<file path="config.mk">
export PLATFORM = sky130hd
export DESIGN_NAME = fw_operand_bypass_flat
export DESIGN_NICKNAME = d
export VERILOG_FILES = /design/src/rtl/fw_operand_bypass_if.sv /design/src/rtl/fw_operand_bypass.sv /design/src/flat_wrapper.sv
export SDC_FILE = /design/constraint.sdc
export NUM_CORES = 1
export LEC_CHECK = 0
export ABC_AREA = 0
export CAP_MARGIN = 20
export CORE_UTILIZATION = 47
export CTS_BUF_LIST = sky130_fd_sc_hd__clkbuf_8
export DETAILED_ROUTE_END_ITERATION = 10
export PLACE_DENSITY = 0.86
export SLEW_MARGIN = 20
export SYNTH_ARGS = -nofsm -noshare
export SYNTH_HDL_FRONTEND = slang
export SYNTH_SLANG_ARGS = --single-unit
export TNS_END_PERCENT = 20
</file>
<file path="constraint.sdc">
create_clock -name clk -period 2.9 [get_ports clk]
set_input_delay 0.58 -clock clk [delete_from_list [all_inputs] [get_ports clk]]
set_output_delay 0.58 -clock clk [all_outputs]
set_load 0.005 [all_outputs]
</file>
<file path="src/rtl/fw_operand_bypass_if.sv">
// Handshake/data bundle between the EX-stage operand bypass and its
// surroundings: forwarding selects, result sources, hazard inputs, outputs.
interface fw_operand_bypass_if #(
    parameter int XLEN  = 32,
    parameter int CNT_W = 16
);
    logic [1:0]       rs1_sel_i;
    logic [1:0]       rs2_sel_i;
    logic [XLEN-1:0]  rs1_rf_i;
    logic [XLEN-1:0]  rs2_rf_i;
    logic [XLEN-1:0]  mem_result_i;
    logic [XLEN-1:0]  wb_result_i;
    logic             wb_wr_en_i;
    logic             hold_i;
    logic             id_valid_i;
    logic [4:0]       id_rs1_i;
    logic [4:0]       id_rs2_i;
    logic             ex_is_load_i;
    logic [4:0]       ex_rd_i;
    logic             dmem_ready_i;
    logic [XLEN-1:0]  rs1_val_o;
    logic [XLEN-1:0]  rs2_val_o;
    logic             load_stall_o;
    logic             bubble_o;
    logic [CNT_W-1:0] lu_stall_cnt_o;

    modport master (
        output rs1_sel_i, rs2_sel_i,
        output rs1_rf_i, rs2_rf_i,
        output mem_result_i, wb_result_i, wb_wr_en_i,
        output hold_i,
        output id_valid_i, id_rs1_i, id_rs2_i,
        output ex_is_load_i, ex_rd_i, dmem_ready_i,
        input  rs1_val_o, rs2_val_o,
        input  load_stall_o, bubble_o, lu_stall_cnt_o
    );

    modport slave (
        input  rs1_sel_i, rs2_sel_i,
        input  rs1_rf_i, rs2_rf_i,
        input  mem_result_i, wb_result_i, wb_wr_en_i,
        input  hold_i,
        input  id_valid_i, id_rs1_i, id_rs2_i,
        input  ex_is_load_i, ex_rd_i, dmem_ready_i,
        output rs1_val_o, rs2_val_o,
        output load_stall_o, bubble_o, lu_stall_cnt_o
    );
endinterface

</file>
<file path="src/rtl/fw_operand_bypass.sv">
// EX-stage operand bypass: resolves rs1/rs2 from rf/MEM/WB/WB-late,
// holds operands across EX freezes and owns the load-use interlock.
module fw_operand_bypass #(
    parameter int XLEN  = 32,
    parameter int CNT_W = 16
) (
    input logic           clk,
    input logic           rst,
    fw_operand_bypass_if.slave bus
);
    localparam logic [0:0] IDLE     = 1'b0;
    localparam logic [0:0] MEM_WAIT = 1'b1;

    logic [0:0]       state_q, state_d;
    logic [XLEN-1:0]  late_q, late_d;
    logic             hold_q, hold_d;
    logic [XLEN-1:0]  hold1_q, hold1_d;
    logic [XLEN-1:0]  hold2_q, hold2_d;
    logic [CNT_W-1:0] cnt_q, cnt_d;

    logic [XLEN-1:0]  mux1, mux2;
    logic             lu;
    logic             stall_raw;
    logic             stall;

    function automatic logic [XLEN-1:0] pick(
        input logic [1:0]      sel,
        input logic [XLEN-1:0] rf,
        input logic [XLEN-1:0] mem,
        input logic [XLEN-1:0] wb,
        input logic [XLEN-1:0] late
    );
        logic [XLEN-1:0] v;
        v = rf;
        unique case (sel)
            2'd1:    v = mem;
            2'd2:    v = wb;
            2'd3:    v = late;
            default: v = rf;
        endcase
        return v;
    endfunction

    always_comb begin
        mux1 = pick(bus.rs1_sel_i, bus.rs1_rf_i, bus.mem_result_i,
                    bus.wb_result_i, late_q);
        mux2 = pick(bus.rs2_sel_i, bus.rs2_rf_i, bus.mem_result_i,
                    bus.wb_result_i, late_q);
    end

    assign bus.rs1_val_o = hold_q ? hold1_q : mux1;
    assign bus.rs2_val_o = hold_q ? hold2_q : mux2;

    always_comb begin
        lu = bus.id_valid_i & bus.ex_is_load_i
           & (bus.ex_rd_i != 5'd0)
           & ((bus.id_rs1_i == bus.ex_rd_i)
            | (bus.id_rs2_i == bus.ex_rd_i));
    end

    // A frozen EX cannot advance its load, so IDLE ignores the hazard.
    always_comb begin
        state_d   = state_q;
        stall_raw = 1'b0;
        unique case (state_q)
            IDLE: begin
                if (!bus.hold_i && lu) begin
                    stall_raw = 1'b1;
                    if (!bus.dmem_ready_i)
                        state_d = MEM_WAIT;
                end
            end
            MEM_WAIT: begin
                stall_raw = 1'b1;
                if (bus.dmem_ready_i)
                    state_d = IDLE;
            end
            default: state_d = IDLE;
        endcase
    end

    // Mealy outputs are forced low while reset is asserted.
    assign stall            = stall_raw & rst;
    assign bus.load_stall_o = stall;
    assign bus.bubble_o     = stall;
    assign bus.lu_stall_cnt_o = cnt_q;

    always_comb begin
        late_d = late_q;
        if (bus.wb_wr_en_i)
            late_d = bus.wb_result_i;
    end

    always_comb begin
        hold_d  = bus.hold_i;
        hold1_d = hold1_q;
        hold2_d = hold2_q;
        if (bus.hold_i && !hold_q) begin
            hold1_d = mux1;
            hold2_d = mux2;
        end
    end

    always_comb begin
        cnt_d = cnt_q;
        if (stall && (cnt_q != {CNT_W{1'b1}}))
            cnt_d = cnt_q + CNT_W'(1);
    end

    always_ff @(posedge clk or negedge rst) begin
        if (!rst) begin
            state_q <= IDLE;
            late_q  <= '0;
            hold_q  <= 1'b0;
            hold1_q <= '0;
            hold2_q <= '0;
            cnt_q   <= '0;
        end else begin
            state_q <= state_d;
            late_q  <= late_d;
            hold_q  <= hold_d;
            hold1_q <= hold1_d;
            hold2_q <= hold2_d;
            cnt_q   <= cnt_d;
        end
    end
endmodule

</file>
<file path="src/flat_wrapper.sv">
// flat-port wrapper written by rule: the top's interface ports become plain ports
module fw_operand_bypass_flat 
#(
    parameter int XLEN  = 32,
    parameter int CNT_W = 16
)
  (clk, rst, bus_rs1_sel_i, bus_rs2_sel_i, bus_rs1_rf_i, bus_rs2_rf_i, bus_mem_result_i, bus_wb_result_i, bus_wb_wr_en_i, bus_hold_i, bus_id_valid_i, bus_id_rs1_i, bus_id_rs2_i, bus_ex_is_load_i, bus_ex_rd_i, bus_dmem_ready_i, bus_rs1_val_o, bus_rs2_val_o, bus_load_stall_o, bus_bubble_o, bus_lu_stall_cnt_o);
  fw_operand_bypass_if #(.XLEN(XLEN), .CNT_W(CNT_W)) bus_i ();
  input logic clk;
  input logic rst;
  input wire logic [$bits(bus_i.rs1_sel_i)-1:0] bus_rs1_sel_i;
  input wire logic [$bits(bus_i.rs2_sel_i)-1:0] bus_rs2_sel_i;
  input wire logic [$bits(bus_i.rs1_rf_i)-1:0] bus_rs1_rf_i;
  input wire logic [$bits(bus_i.rs2_rf_i)-1:0] bus_rs2_rf_i;
  input wire logic [$bits(bus_i.mem_result_i)-1:0] bus_mem_result_i;
  input wire logic [$bits(bus_i.wb_result_i)-1:0] bus_wb_result_i;
  input wire logic [$bits(bus_i.wb_wr_en_i)-1:0] bus_wb_wr_en_i;
  input wire logic [$bits(bus_i.hold_i)-1:0] bus_hold_i;
  input wire logic [$bits(bus_i.id_valid_i)-1:0] bus_id_valid_i;
  input wire logic [$bits(bus_i.id_rs1_i)-1:0] bus_id_rs1_i;
  input wire logic [$bits(bus_i.id_rs2_i)-1:0] bus_id_rs2_i;
  input wire logic [$bits(bus_i.ex_is_load_i)-1:0] bus_ex_is_load_i;
  input wire logic [$bits(bus_i.ex_rd_i)-1:0] bus_ex_rd_i;
  input wire logic [$bits(bus_i.dmem_ready_i)-1:0] bus_dmem_ready_i;
  output wire logic [$bits(bus_i.rs1_val_o)-1:0] bus_rs1_val_o;
  output wire logic [$bits(bus_i.rs2_val_o)-1:0] bus_rs2_val_o;
  output wire logic [$bits(bus_i.load_stall_o)-1:0] bus_load_stall_o;
  output wire logic [$bits(bus_i.bubble_o)-1:0] bus_bubble_o;
  output wire logic [$bits(bus_i.lu_stall_cnt_o)-1:0] bus_lu_stall_cnt_o;
  assign bus_i.rs1_sel_i = bus_rs1_sel_i;
  assign bus_i.rs2_sel_i = bus_rs2_sel_i;
  assign bus_i.rs1_rf_i = bus_rs1_rf_i;
  assign bus_i.rs2_rf_i = bus_rs2_rf_i;
  assign bus_i.mem_result_i = bus_mem_result_i;
  assign bus_i.wb_result_i = bus_wb_result_i;
  assign bus_i.wb_wr_en_i = bus_wb_wr_en_i;
  assign bus_i.hold_i = bus_hold_i;
  assign bus_i.id_valid_i = bus_id_valid_i;
  assign bus_i.id_rs1_i = bus_id_rs1_i;
  assign bus_i.id_rs2_i = bus_id_rs2_i;
  assign bus_i.ex_is_load_i = bus_ex_is_load_i;
  assign bus_i.ex_rd_i = bus_ex_rd_i;
  assign bus_i.dmem_ready_i = bus_dmem_ready_i;
  assign bus_rs1_val_o = bus_i.rs1_val_o;
  assign bus_rs2_val_o = bus_i.rs2_val_o;
  assign bus_load_stall_o = bus_i.load_stall_o;
  assign bus_bubble_o = bus_i.bubble_o;
  assign bus_lu_stall_cnt_o = bus_i.lu_stall_cnt_o;
  fw_operand_bypass #(.XLEN(XLEN), .CNT_W(CNT_W)) u_core (.clk(clk), .rst(rst), .bus(bus_i));
endmodule
</file>
==> reports/results.ini <==
[run_status]
status = complete, no violations

[clock_network]
clock_latency_ns = 0.44
numCtsBuffers = 17
clock_path_buffers = 2
cts_tree = yes
cts_root_buf = clkbuf_8
cts_htree_levels = 4
clock-sinks = 114
clk_pin_slew_ns = 0.07

[synthesis]
synthCells = 446
syn-cell-area_sq_um = 6843
ys_seq_area_share_pct = 41.69
synth_most_common_cell = mux2_2
syn-num-nets = 601
ys_seq_elements = 114
synth_edf_count = 0
synth_top_area_share_pct = 41.69
synth_flop_cell = dfrtp_1
synth_warnings = 0
synthTopCellsByCount = mux2_2, dfrtp_1, mux4_2, xnor2_1
ys_top_cells_by_area = dfrtp_1, mux2_2, mux4_2, xnor2_1, buf_2
yosysTopAreaCell = dfrtp_1
synth_cell_types = 33
avgSynthCellArea_sq_um = 15.34
ys_async_sr_fraction_pct = 100.0

[sta]
max_freq_mhz = 347.7
fin_crit_sh_pct = 99.17
finalWorstSetupSlack_ns = 0.02417
max_slew_margin_pct = 46.00
maxSlewViolCount = 0
rsz0062_at_grt = no
fin_tns_setup_ns = 0
fin_crit_ns = 2.876
setup_viol = 0
tightest_slew_ns = 0.8100
hold_viol = 0
clock_skew_ns = 0.007395

[power]
p_leak_nw = 4.064
p_int_w = 0.003892
swShare_pct = 24.84
p_comb_share_pct = 28.1
power.total_w = 0.005178
powerDensity_nw_per_um2 = 514.1
seq_power_share_pct = 38.0
p_clk_share_pct = 33.9
ir_drop_mv = 0.2970
netSwitchingPower_w = 0.001286

[place]
place_hpwl_mm = 13.48
dpl_cell_area_sq_um = 9570
dp_worst_setup_slack_ns = -0.1063
io_buffers = 235
place.gp.congestion = 0.9109

[global_routing]
grt.busiest_layer = met2
met3_usage_pct = 6.970
grt_max_degree = 65
grt_pass1_vias = 5683
use_met2_pct = 44.63
grt.total_usage_pct = 26.23
gr-usage-met1_pct = 31.49
overflow = 0
antenna_found_initial = 1
grt_pass1_wl_mm = 29.19

[critical_path]
crit_type = primary input to primary output
cp-end-kind = primary output
start_kind = primary input
cp_cell_sequence = clkdlybuf4s50_1 -> mux4_2 -> mux2_2 -> clkdlybuf4s50_1
arrival_ns = 2.30
crit_required_ns = 2.32
crit_buf_inv = 2
crit_fanout = 3
cp_slowest_cell = mux4_2
path_common_cell = clkdlybuf4s50_1
path_delay_family = buffers and inverters
cp_slowest_stage_delay_ns = 0.50

[drt]
wirelength_mm = 18.65
first_pass_iters = 4
post_drt_wl_per_cell_um = 21.10
drt-initial-drc-count = 182
num_vias = 5082
vias_per_cell = 5.749
final_antenna_net_count = 0
drc_errors = 0

[layout]
n_antenna_cell = 0
synthToLayoutAreaGrowth_pct = 47.17
stdcell_area_sq_um = 10070
drive_gt1_share_pct = 42.33
layout.nets = 847
fill_cells = 873

[floorplan]
io_pins = 236
initial_utilization_pct = 48.73
fp.dieH_um = 122.7
coreArea_sq_um = 14040
dieArea_sq_um = 15050
rows = 43
die_w_um = 122.7

[worst_hold_path]
min_path_type = primary input to async pin

[job]
drv_cap = 0

timing repair:
item,CTS,global route
endpoints found under the hold margin,7,0
setup endpoints to repair,2,30
hold buffers,1,0
setup buffers,0,1
pin swaps,0,5
gates resized for setup,6,8
per-layer routing:
| metal | wire length (um) | vias up | share of wire (%) |
|---|---|---|---|
| li1 | - | 2238 | - |
| met2 | 9702 | 200 | 52 |
| met1 | 7282 | 2605 | 39 |
| met3 | 1235 | 37 | 6.6 |
| met5 | 13 | - | 0.070 |
| met4 | 419 | 2 | 2.2 |
worst register-to-register path: cells and delay by family (launching register included):
| family | cells | cell delay, ns |
|---|---|---|
| flops | 1 | 0.46 |
| simple gates | 4 | 0.66 |
| fa+ha+maj | 1 | 0.30 |
| compound gates | 1 | 0.29 |
| xor+xnor | 1 | 0.14 |
state kept, by name (all words and copies together) (netlist names):
name / count
u_core.hold1_q: 32
u_core.hold2_q: 32
u_core.late_q: 32
u_core.bus.lu_stall_cnt_o: 16
u_core.hold_q: 1
u_core.state_q: 1
power groups by stage:
stage	registers, W	clock network [W]	logic [W]
final	0.00197	0.00175	0.00146
after global routing	0.00199	0.00187	0.00156
after CTS	0.00196	0.00178	0.00147
after detailed placement	0.00199	0	0.00146
after global placement	0.00197	0	0.00142
after floorplan	0.00194	0	0.000706
layout by cell type, fill, tap and decap left out, types with 2 or more instances in the layout:
cell,count
nand2_1,3
nor2_1,2
bufinv_16,5
mux4_2,64
clkbuf_8,20
clkdlybuf4s50_1,220
and4_2,2
inv_1,3
dfrtp_1,113
buf_4,14
and3_1,4
dlymetal6s2s_1,4
nand4_1,8
xnor2_1,17
and4_1,2
nor3_1,2
buf_12,11
dlygate4sd2_1,5
a21oi_1,2
clkinv_2,5
and2_1,3
nand3_1,5
buf_2,4
xor2_1,6
mux2_2,160
per-stage QoR:
stage          instances  util [%]  hold WS, ns
6_report             884     71.72       0.4827
5_1_grt              884     71.72       0.4882
4_1_cts              883     71.46       0.4649
3_5_place_dp         851     68.15       0.4056
3_3_place_gp         851     68.15       0.4036
2_1_floorplan        446         -       0.2844
area by class of cell:
type | instances | area, sq um | share of cell area [%]
multi-input combinational | 296 | 3861 | 38.34
sequential | 114 | 2856 | 28.36
timing repair buffer | 260 | 2659 | 26.40
clock buffer | 20 | 275.3 | 2.733
tap | 180 | 225.2 | 2.236
clock inverter | 11 | 182.7 | 1.814
inverter | 3 | 11.26 | 0.1118
kinds of logic after synthesis:
family,count (synthesis),synth area share [%]
multiplexers,225,47.56
flip-flops,114,41.69
AND/OR/NAND/NOR,38,3.913
buffers and inverters,36,2.231
XOR/XNOR,24,3.072
AO/OA/AOI/OAI,8,1.353
adder cells (fa/ha/maj),1,0.1828
path summary, 6_finish.rpt:
kind	start	endpoint	slack [ns]	cells past startpoint
min in group clk	u_core.hold2_q[2]	u_core.hold2_q[2]	0.50	1
min reg2reg	u_core.hold2_q[2]	u_core.hold2_q[2]	0.50	1
max	bus_wb_result_i[24]	bus_rs2_val_o[24]	0.02	4
max in group asynchronous	rst	u_core.bus.lu_stall_cnt_o[0]	0.72	4
min	rst	u_core.bus.lu_stall_cnt_o[8]	0.48	2
max reg2reg	u_core.bus.lu_stall_cnt_o[0]	u_core.bus.lu_stall_cnt_o[3]	0.93	7
Power figures use the tool's default switching activity.
==> edit 1 (same flow settings) <==
`CNT_W` is set to 16 in 3 places; all go to 24.
--- a/src/rtl/fw_operand_bypass_if.sv
+++ b/src/rtl/fw_operand_bypass_if.sv
@@ -2,7 +2,7 @@
 // surroundings: forwarding selects, result sources, hazard inputs, outputs.
 interface fw_operand_bypass_if #(
     parameter int XLEN  = 32,
-    parameter int CNT_W = 16
+    parameter int CNT_W = 24
 );
     logic [1:0]       rs1_sel_i;
     logic [1:0]       rs2_sel_i;
--- a/src/rtl/fw_operand_bypass.sv
+++ b/src/rtl/fw_operand_bypass.sv
@@ -2,7 +2,7 @@
 // holds operands across EX freezes and owns the load-use interlock.
 module fw_operand_bypass #(
     parameter int XLEN  = 32,
-    parameter int CNT_W = 16
+    parameter int CNT_W = 24
 ) (
     input logic           clk,
     input logic           rst,
--- a/src/flat_wrapper.sv
+++ b/src/flat_wrapper.sv
@@ -2,7 +2,7 @@
 module fw_operand_bypass_flat 
 #(
     parameter int XLEN  = 32,
-    parameter int CNT_W = 16
+    parameter int CNT_W = 24
 )
   (clk, rst, bus_rs1_sel_i, bus_rs2_sel_i, bus_rs1_rf_i, bus_rs2_rf_i, bus_mem_result_i, bus_wb_result_i, bus_wb_wr_en_i, bus_hold_i, bus_id_valid_i, bus_id_rs1_i, bus_id_rs2_i, bus_ex_is_load_i, bus_ex_rd_i, bus_dmem_ready_i, bus_rs1_val_o, bus_rs2_val_o, bus_load_stall_o, bus_bubble_o, bus_lu_stall_cnt_o);
   fw_operand_bypass_if #(.XLEN(XLEN), .CNT_W(CNT_W)) bus_i ();
Interface: changed (resized bus_lu_stall_cnt_o); port bits go from 236 to 244. The function was not compared with the original's and may differ.
==> edit 1 against the unedited design <==
Sequential share of layout area grew 0.86 points; final area grew 3.9%; first-iteration DRC count grew 97%; area after synthesis grew 5.9%; sequential cell count grew 8; fmax shrank 0.15%; power shrank 2.3%; wire length grew 7.7%; worst setup slack lost 4.5 ps; critical path type unchanged.
==> edit 1: results (changes against the unedited design) <==
- Outcome: completed
- Cell total after placement: 913 (+7.3%)
- Relative slew slack: 0.405 (-0.0552)
- Initial antenna violation count: 0 (-1)
- Reg-to-Reg End: u_core.bus.lu_stall_cnt_o[14]$_DFFE_PN0P_
- Peak supply drop: 0.000217 V (-27%)
- Leak: 0.00427 uW (+5.0%)
- Reg2Reg Launch Point: u_core.bus.lu_stall_cnt_o[0]$_DFFE_PN0P_
- Setup Skew: 11.5 ps (+4.06 ps)
- Placer congestion estimate: 0.791 (-13%)
- Reg-to-reg slack, setup: 600 ps (-330 ps)
- Synth warnings: 0 (unchanged)
- Initial DRC count: 358 (+97%)
- First-pass GRT wire length: 31500 um (+7.8%)
- WL/cell: 21.2 um (+0.37%)
- Mean post-synth cell area: 14.6 um^2 (-5.0%)
- Clock latency on the worst-skew pair: 450 ps
- Max clock buf depth: 2 (unchanged)
- Tot GR Track Use: 0.259 (-0.00311)
- Inserted Diodes: 0 (unchanged)
- Worst Path Max Fanout: 3 (unchanged)
- Slowest stage delay, CP: 500 ps (about the same)
- Worst Hold Depth: 2
- Clock root buffer: clkbuf_8
- CP Capture Point: bus_rs1_val_o[12]
- Cts bufs inserted: 17 (unchanged)
- H-tree depth: 4 (unchanged)
- DP Worst Slack: -194 ps (-88.0 ps)
- Synth top cells by count: mux2_2 (161), dfrtp_1 (122), mux4_2 (64)
- DP Wirelength: 13900 um (+3.4%)
- Fmax: 0.347 GHz (-0.15%)
- DR vias: 5451 (+7.3%)
- Largest net degree at the start of global routing: 65 (unchanged)
- Share of cells above drive strength 1: 0.389 (-0.0343)
- DRT Pass-1 Iters: 4 (unchanged)
- Post-synth cell types: 37 (+12%)
- Port bufs: 243 (+3.4%)
- Reg2Reg Depth: 8 (+1)
- Clock slew at reported path FFs: 70 ps (about the same)
- WL final: 20100 um (+7.7%)
- Setup crit start: bus_wb_result_i[12]
- WP data arrival: 2300 ps (about the same)
- Post-layout nets: 904 (+6.7%)
- Vias in the first global route: 5956 (+4.8%)
- Critical-path top delay cell: mux4_2
- Sequential area share after synthesis: 0.421 (+0.00459)
- Syn_nets: 652 (+8.5%)
- Biggest regs: u_core.hold1_q x32, u_core.hold2_q x32, u_core.late_q x32
- Ranking of synthesized cells by area: dfrtp_1 (42%), mux2_2 (25%), mux4_2 (20%), xnor2_1 (2.1%), xor2_1 (1.9%)
- Worst min-delay path class: input pin to register
- Ys async rst share: 1.00 (unchanged)
[edit 1: cell types whose count changed in the layout (fill, tap and decap cells not counted), moves of 5 or more]
cell	before	now
nor2_1	2	16
dfrtp_1	113	121
xor2_1	6	16
nand3_1	5	10
nand2_1	3	15
nand4_1	8	1
inv_1	3	8
[edit 1: worst min-delay path by stage]
stage                                         startpoint                                   endpoint  slack, ps
2_1_floorplan                                        rst   u_core.bus.lu_stall_cnt_o[0]$_DFFE_PN0P_        280
3_3_place_gp                                         rst                   u_core.state_q$_DFF_PN0_        420
3_5_place_dp                                         rst                   u_core.state_q$_DFF_PN0_        430
4_1_cts        u_core.bus.lu_stall_cnt_o[23]$_DFFE_PN0P_  u_core.bus.lu_stall_cnt_o[23]$_DFFE_PN0P_        500
5_1_grt                              bus_wb_result_i[18]              u_core.late_q[18]$_DFFE_PN0P_        480
6_report                             bus_wb_result_i[16]              u_core.late_q[16]$_DFFE_PN0P_        490
[edit 1: layer usage]
layer / part of all wire / track usage / up-vias
met5: 0 / 0 / -
met4: 0.013 / 0.0879 / 0
met3: 0.068 / 0.0633 / 20
met2: 0.52 / 0.446 / 256
met1: 0.40 / 0.319 / 2779
li1: - / - / 2396
[edit 1: kinds of logic after synthesis]
kind of cell,Yosys count,synth area share
mux,225,0.449
compound gates,12,0.0126
buf+inv,40,0.0240
flops,122,0.421
simple gates,64,0.0510
fa+ha+maj,1,0.00173
xor+xnor,33,0.0399
[edit 1: what timing repair did]
| action | 4_1_cts | 5_1_grt |
|---|---|---|
| gates cloned | 0 | 2 |
| pin swaps | 2 | 2 |
| setup endpoints to repair | 2 | 40 |
| hold buffers | 1 | 0 |
| endpoints found under the hold margin | 9 | 0 |
| buffers inserted | 1 | 1 |
| resized for setup | 7 | 11 |
[edit 1: cell type report]
type / instances / area (um^2)
timing repair buffer: 268 / 2730
fill: 1022 / 4680
multi-input combinational: 335 / 4030
tap: 188 / 235
inverter: 5 / 18.8
clock buffer: 18 / 248
sequential: 122 / 3060
clock inverter: 13 / 136
[edit 1: stage by stage]
stage,area [um^2],utilization
2_1_floorplan,7240,-
3_3_place_gp,9970,0.659
3_5_place_dp,9970,0.659
4_1_cts,10400,0.685
5_1_grt,10500,0.691
6_report,10500,0.691
[edit 1: power breakdown]
group          internal (uW)  switching (uW)  leakage [uW]
Sequential              1940             139       0.00148
Combinational            984             486       0.00257
Clock                    846             661      0.000215
Total                   3770            1290       0.00427
[edit 1: worst max-delay path, delay by kind of cell]
family,cells,cell delay (ps)
mux,2,800
buf+inv,2,920
==> edit 2 (same settings) <==
Without the edit above. `hold1_q` and `hold2_q` no longer have a reset.
--- a/src/rtl/fw_operand_bypass.sv
+++ b/src/rtl/fw_operand_bypass.sv
@@ -112,17 +112,18 @@
             state_q <= IDLE;
             late_q  <= '0;
             hold_q  <= 1'b0;
-            hold1_q <= '0;
-            hold2_q <= '0;
             cnt_q   <= '0;
         end else begin
             state_q <= state_d;
             late_q  <= late_d;
             hold_q  <= hold_d;
-            hold1_q <= hold1_d;
-            hold2_q <= hold2_d;
             cnt_q   <= cnt_d;
         end
     end
+
+    always_ff @(posedge clk) begin
+        hold1_q <= hold1_d;
+        hold2_q <= hold2_d;
+    end
 endmodule
 
Behaviour: same outputs for any inputs over 4 cycles, from zero or initial values and one cycle with rst low; that may be too few to reach the edited logic, so the function may still have changed.
==> edit 2 against the unedited design <==
Wire length is 10% lower; power is 9.5% lower; worst setup slack better by 2.4 ps; sequential cell count is the same; final area is 5.4% lower; area after synthesis down 6.3%; highest routed layer is now met4; critical path depth unchanged; clock power up 2%; core utilization about the same.
==> edit 2: results (changes against the unedited design) <==
- Outcome: completed
- Post-placement cell area: 9040 um^2 (-5.5%)
- Vias in the first global route: 4989 (-12%)
- Synth warnings: 0 (unchanged)
- Reg2Reg Depth: 5 (-2)
- Clock slew at reported path FFs: 70 ps (about the same)
- Peak supply drop: 0.000333 V (+12%)
- Top routing layer used: met4
- Tot GR Track Use: 0.248 (-0.0144)
- First-pass GRT wire length: 26100 um (-10%)
- Reg-to-reg slack, setup: 1040 ps (+110 ps)
- Synth top cells by count: mux2_2 (97), edfxtp_1 (64), mux4_2 (64)
- Slowest stage delay, CP: 500 ps (about the same)
- Clock latency on the worst-skew pair: ~430 ps
- Worst hold slack: 175 ps (-308 ps)
- Inserted Diodes: 0 (unchanged)
- Port bufs: 235 (unchanged)
- WL final: 16700 um (-10%)
- Setup Skew: 10.2 ps (+2.84 ps)
- Post_cts resized: 6 (unchanged)
- Ranking of synthesized cells by area: edfxtp_1 (30%), mux4_2 (22%), dfrtp_1 (20%), mux2_2 (17%), xnor2_1 (1.6%)
- Non-Filler Instances: 813 (-8.0%)
- DP Wirelength: 12100 um (-10%)
- DR vias: 4536 (-11%)
- Max clock buf depth: 2 (unchanged)
- GR Util met3: 0.0819 (+0.0122)
- Critical-path top delay cell: mux4_2
- Syn_nets: 535 (-11%)
- Biggest regs: u_core.hold1_q x32, u_core.hold2_q x32, u_core.late_q x32
- Clock root buffer: clkbuf_8
- Post-synth cell types: 35 (+6.1%)
- Setup ws final: 26.6 ps (+2.43 ps)
- Share of cells above drive strength 1: 0.363 (-0.0607)
- Mean post-synth cell area: 16.9 um^2 (+10%)
- Sequential area share after synthesis: 0.495 (+0.0777)
- Cell total after placement: 781 (-8.2%)
- Met1 wire length: 6570 um (-9.8%)
- Met3 routed WL: 1280 um (+3.5%)
- Met1 usage: 0.291 (-0.0241)
- Post-CTS Repair Setup Buffers: 0 (unchanged)
- H-tree depth: 4 (unchanged)
- Ys async rst share: 0.439 (-0.561)
- Post-synth EDFFs: 64 (+64)
- Placer congestion estimate: 0.855 (-6.1%)
- CP delay by family, top: buffers and inverters
- Initial antenna violation count: 0 (-1)
- Cts bufs inserted: 17 (unchanged)
- DP Worst Slack: -109 ps (-3.02 ps)
- Met2 Wirelength: 8510 um (-12%)
- Met2 Track Usage GR: 0.416 (-0.0300)
- Largest net degree at the start of global routing: 43 (-34%)
- Worst Tran Pin Value: 888 ps (+78.4 ps)
- Initial DRC count: 164 (-9.9%)
- Leak: 0.00358 uW (-12%)
edit 2: cell count changes in the layout (fill, tap and decap cells not counted), moves of 6 or more:
cell      unedited run  this run
dfrtp_1            113        49
edfxtp_1             0        64
mux2_2             160        97
nand4_1              8         2
xor2_1               6        12
edit 2: cells by family (layout without fill, tap and decap cells):
kind of cell,after synthesis,in the layout,synth area share
compound gates,5,5,0.00897
xor+xnor,24,24,0.0328
fa+ha+maj,1,1,0.00195
buf+inv,29,286,0.0205
flops,114,114,0.495
mux,162,162,0.397
simple gates,45,45,0.0445
edit 2: report_power, final:
group | switching, uW | internal, uW
logic | 336 | 658
clock network | 649 | 1140
registers | 55.7 | 1850
edit 2: worst paths after layout:
path / from / endpoint
min reg2reg: u_core.bus.lu_stall_cnt_o[5]$_DFFE_PN0P_ / u_core.bus.lu_stall_cnt_o[5]$_DFFE_PN0P_
min: rst / u_core.late_q[17]$_DFFE_PN0P_
min in group clk: u_core.bus.lu_stall_cnt_o[5]$_DFFE_PN0P_ / u_core.bus.lu_stall_cnt_o[5]$_DFFE_PN0P_
max: bus_wb_result_i[1] / bus_rs1_val_o[1]
max reg2reg: u_core.bus.lu_stall_cnt_o[1]$_DFFE_PN0P_ / u_core.bus.lu_stall_cnt_o[1]$_DFFE_PN0P_
max in group asynchronous: rst / u_core.bus.lu_stall_cnt_o[1]$_DFFE_PN0P_
edit 2: worst reg2reg max path, cell delays in order, from the launching register on:
cell	delay (ps)
dfrtp_1	480
ha_1	290
nand4_1	140
o221a_2	260
o21ai_2	200
mux2_2	390
edit 2: cell type report:
type	count	area, um^2
fill	878	3760
sequential	114	3170
multi-input combinational	237	3120
timing repair buffer	252	2530
clock buffer	19	262
tap	176	220
clock inverter	13	215
inverter	2	7.51
